File: src/rtl/bas_pkg.sv
// Shared constants for the binary adder/subtracter: default width and mode encoding.
package bas_pkg;

  localparam int   BAS_WIDTH = 4;
  localparam logic ADD       = 1'b0;
  localparam logic SUB       = 1'b1;

endpackage

File: src/rtl/full_adder.sv
// One-bit full adder; the adder/subtracter chains WIDTH of these into a ripple.
module full_adder (
  input  logic a,
  input  logic b,
  input  logic cin,
  output logic s,
  output logic cout
);

  assign s    = a ^ b ^ cin;
  assign cout = (a & b) | (a & cin) | (b & cin);

endmodule

File: src/rtl/binary_adder_subtracter.sv
// Registered two's-complement add/sub with signed-overflow flag.
// Define BAS_SATURATE_EN to clamp the result on signed overflow instead of wrapping.
module binary_adder_subtracter
  import bas_pkg::*;
#(
  parameter int WIDTH = BAS_WIDTH
) (
  input  logic             clk,
  input  logic             rst,
  input  logic [WIDTH-1:0] a,
  input  logic [WIDTH-1:0] b,
  input  logic             s,
  output logic [WIDTH-1:0] sum,
  output logic             v
);

  logic             sub_mode;
  logic [WIDTH-1:0] b_eff;
  logic [WIDTH-1:0] raw_sum;
  logic [WIDTH-1:0] next_sum;
  logic [WIDTH:0]   carry;
  logic             v_raw;

  // Subtraction is a + ~b + 1: invert b and inject the +1 as carry-in.
  assign sub_mode = (s == SUB);
  assign b_eff    = b ^ {WIDTH{sub_mode}};
  assign carry[0] = sub_mode;

  for (genvar i = 0; i < WIDTH; i++) begin : g_ripple
    full_adder u_fa (
      .a    (a[i]),
      .b    (b_eff[i]),
      .cin  (carry[i]),
      .s    (raw_sum[i]),
      .cout (carry[i+1])
    );
  end

  assign v_raw = carry[WIDTH] ^ carry[WIDTH-1];

`ifdef BAS_SATURATE_EN
  // NOTE: next_sum gets a default before the conditional override so no latch is inferred.
  always_comb begin
    next_sum = raw_sum;
    if (v_raw) begin
      // Overflow only occurs with equal operand signs, so a's sign gives the direction.
      next_sum = a[WIDTH-1] ? {1'b1, {(WIDTH-1){1'b0}}} : {1'b0, {(WIDTH-1){1'b1}}};
    end
  end
`else
  assign next_sum = raw_sum;
`endif

  // NOTE: registers use non-blocking assignments; reset is synchronous and wins over the new result.
  always_ff @(posedge clk) begin
    if (rst) begin
      sum <= '0;
      v   <= 1'b0;
    end else begin
      sum <= next_sum;
      v   <= v_raw;
    end
  end

endmodule

File: config.mk
export PLATFORM = sky130hd
export DESIGN_NAME = binary_adder_subtracter
export DESIGN_NICKNAME = d
export VERILOG_FILES = /design/src/rtl/bas_pkg.sv /design/src/rtl/full_adder.sv /design/src/rtl/binary_adder_subtracter.sv
export SDC_FILE = /design/constraint.sdc
export NUM_CORES = 1
export LEC_CHECK = 0
export CAP_MARGIN = 25
export CELL_PAD_IN_SITES_DETAIL_PLACEMENT = 0
export CELL_PAD_IN_SITES_GLOBAL_PLACEMENT = 2
export CORE_AREA = 3 3 40 42
export CTS_CLUSTER_SIZE = 28
export DETAILED_ROUTE_END_ITERATION = 7
export DIE_AREA = 0 0 43 45
export HOLD_SLACK_MARGIN = 0.08
export PLACE_DENSITY = 0.75
export SYNTH_ARGS = -nofsm -noshare
export SYNTH_HDL_FRONTEND = slang
export SYNTH_HIERARCHICAL = 1
export SYNTH_SLANG_ARGS = --single-unit
File: constraint.sdc
create_clock -name clk -period 6.3 [get_ports clk]
set_clock_uncertainty 0.2 [all_clocks]
set_input_delay 1.26 -clock clk [delete_from_list [all_inputs] [get_ports clk]]
set_output_delay 1.26 -clock clk [all_outputs]
set_load 0.01 [all_outputs]
==> flow_summary.toml <==
[clocking]
ctsHoldBuffers = 0
root_buffer = "clkbuf_4"
clockBufferDepth = 2
cts.clk_slew.worst_paths_ns = 0.04
cts.sinks = 5
post_cts_resized = 0
cts_tree = "built"
cts_buffers = 3
cts-htree-levels = 1
postCtsSetupBuffers = 0

[sta]
finalMaxSlewViolations = 0
slew_headroom = 0.832
fin_hold_ws_ns = 1.48
min_period_ns = 3.94
worst_slew_pin_slew_ns = 0.251
setup-violations-final = 0
max_freq_mhz = 254
rsz0062_at_grt = "false"
finalSetupTns_ns = 0
hold_violations = 0
period_share = 0.625

[floorplan]
rows = 13
die_w_um = 43
die_height_um = 45
core_area_um2 = 1280
die_area_um2 = 1940
ioPinCount = 16
initial_core_util = 0.197

[route]
ant_nets = 0
vias = 192
drc = 0
first_pass_iters = 1
wire_per_inst_um = 8.43
drtIter0Drc = 0
wirelength_um = 447
viasPerCell = 3.62

[layout]
n_fill_cell = 135
nets = 54
drive_above_1_share = 0.0789
antenna_cells = 0
area_growth_syn_to_layout_pct = 77.2
multi_input_area_um2 = 153
seqCellArea_um2 = 100

[job]
max-cap-violations = 0

[yosys]
syn_avg_cell_area_um2 = 13.3
syn-num-nets = 34
synth-seq-cells = 5
seq_area_frac_synth = 0.396
ys_warn_count = 6
netlist_area_um2 = 253
synthCells = 19
synth_cell_types = 6

[placement]
io_buffers = 15
place_congestion = 0.657
dp_hpwl_um = 418

[power_and_ir_drop]
power.density_nw_per_um2 = 243
peakVddDrop_uv = 52.4
p_leak_uw = 0.000173

[critical_path]
required_ns = 6.22
criticalPathCategory = "primary input to flip-flop"
path_max_fanout = 5
endpoint_kind = "flip-flop"
cp-start-kind = "primary input"
crit_arrival_ns = 3.86

[min_path]
holdPathEnd = "sum[2]"
min_path_cells = 2
min_path_type = "primary input to flip-flop"
min_from = "rst"

[global_route]
overflow = 0
grt_max_degree = 6
grt_pass1_wl_um = 779
antenna_found_initial = 0
track_usage = 0.0604
grt_pass1_vias = 224

[outcome]
status = "finished clean"
## cell usage after synthesis, drive strengths merged
| master | number | share of area |
|---|---|---|
| xor2 | 4 | 0.14 |
| dfxtp | 5 | 0.40 |
| fa | 4 | 0.32 |
| xnor2 | 1 | 0.035 |
| nor2 | 1 | 0.015 |
| nor2b | 4 | 0.099 |
## cells by family (layout without fill, tap and decap cells)
| logic type | after synthesis | count (layout) | synth area share |
|---|---|---|---|
| xor gates and xnor gates | 5 | 5 | 0.173 |
| and+or+nand+nor | 5 | 5 | 0.114 |
| DFF | 5 | 5 | 0.396 |
| buffers and inverters | 0 | 19 | 0 |
| adders and majority gates | 4 | 4 | 0.317 |
## layout make-up
class,count,share of cell area
tap,15,0.0419
sequential,5,0.223
timing repair buffer,15,0.335
multi-input combinational,14,0.341
clock buffer,4,0.0587
## per-layer routing
layer | share of wire | global-route usage
met1 | 0.34 | 0.0491
met2 | 0.48 | 0.0988
met4 | 0 | 0.0723
met5 | 0 | 0
met3 | 0.19 | 0.0279
## worst max-delay path, cell delays in order
cell,delay (ns)
clkdlybuf4s50_1,0.53
xor2_1,0.23
fa_1,0.42
fa_1,0.39
fa_1,0.43
fa_1,0.40
xnor2_1,0.14
nor2_1,0.05
## power breakdown
| group | total [µW] | leakage (µW) | internal [µW] | switching (µW) |
|---|---|---|---|---|
| Combinational | 35.2 | 0.000116 | 22.2 | 13.0 |
| Sequential | 38.2 | 0.0000417 | 37.1 | 1.14 |
| Clock | 35.7 | 0.0000150 | 23.9 | 11.8 |
| Total | 109 | 0.000173 | 83.1 | 25.9 |
## sequential cells by signal (all words and copies together) (netlist names)
signal / cells
sum: 4
v: 1
## layout by cell type (no fill, tap or decap)
cell and count:
xor2_1 4, clkdlybuf4s50_1 15, fa_1 4, nor2b_1 4
dfxtp_1 5, nor2_1 1, clkbuf_1 1, clkbuf_4 3
xnor2_1 1
## stage by stage
stage	util	area (µm²)	setup WS [ns]	power, µW	instances
after global routing	0.349	448	2.21	116	53
final	0.349	448	2.36	109	53
after global placement	0.328	422	2.14	73.7	49
after detailed placement	0.328	422	2.10	74.8	49
after CTS	0.349	448	2.36	112	53
after floorplan	-	253	2.81	54.0	19
## how the worst max path moves through the flow
stage	start	endpoint	slack, ns	depth (start not counted)
floorplan	s	v	2.81	7
global placement	s	v	2.14	8
detailed placement	s	v	2.10	8
CTS	s	v	2.36	8
global route	s	v	2.21	8
finish	s	v	2.36	8
Power figures use the tool's default switching activity.
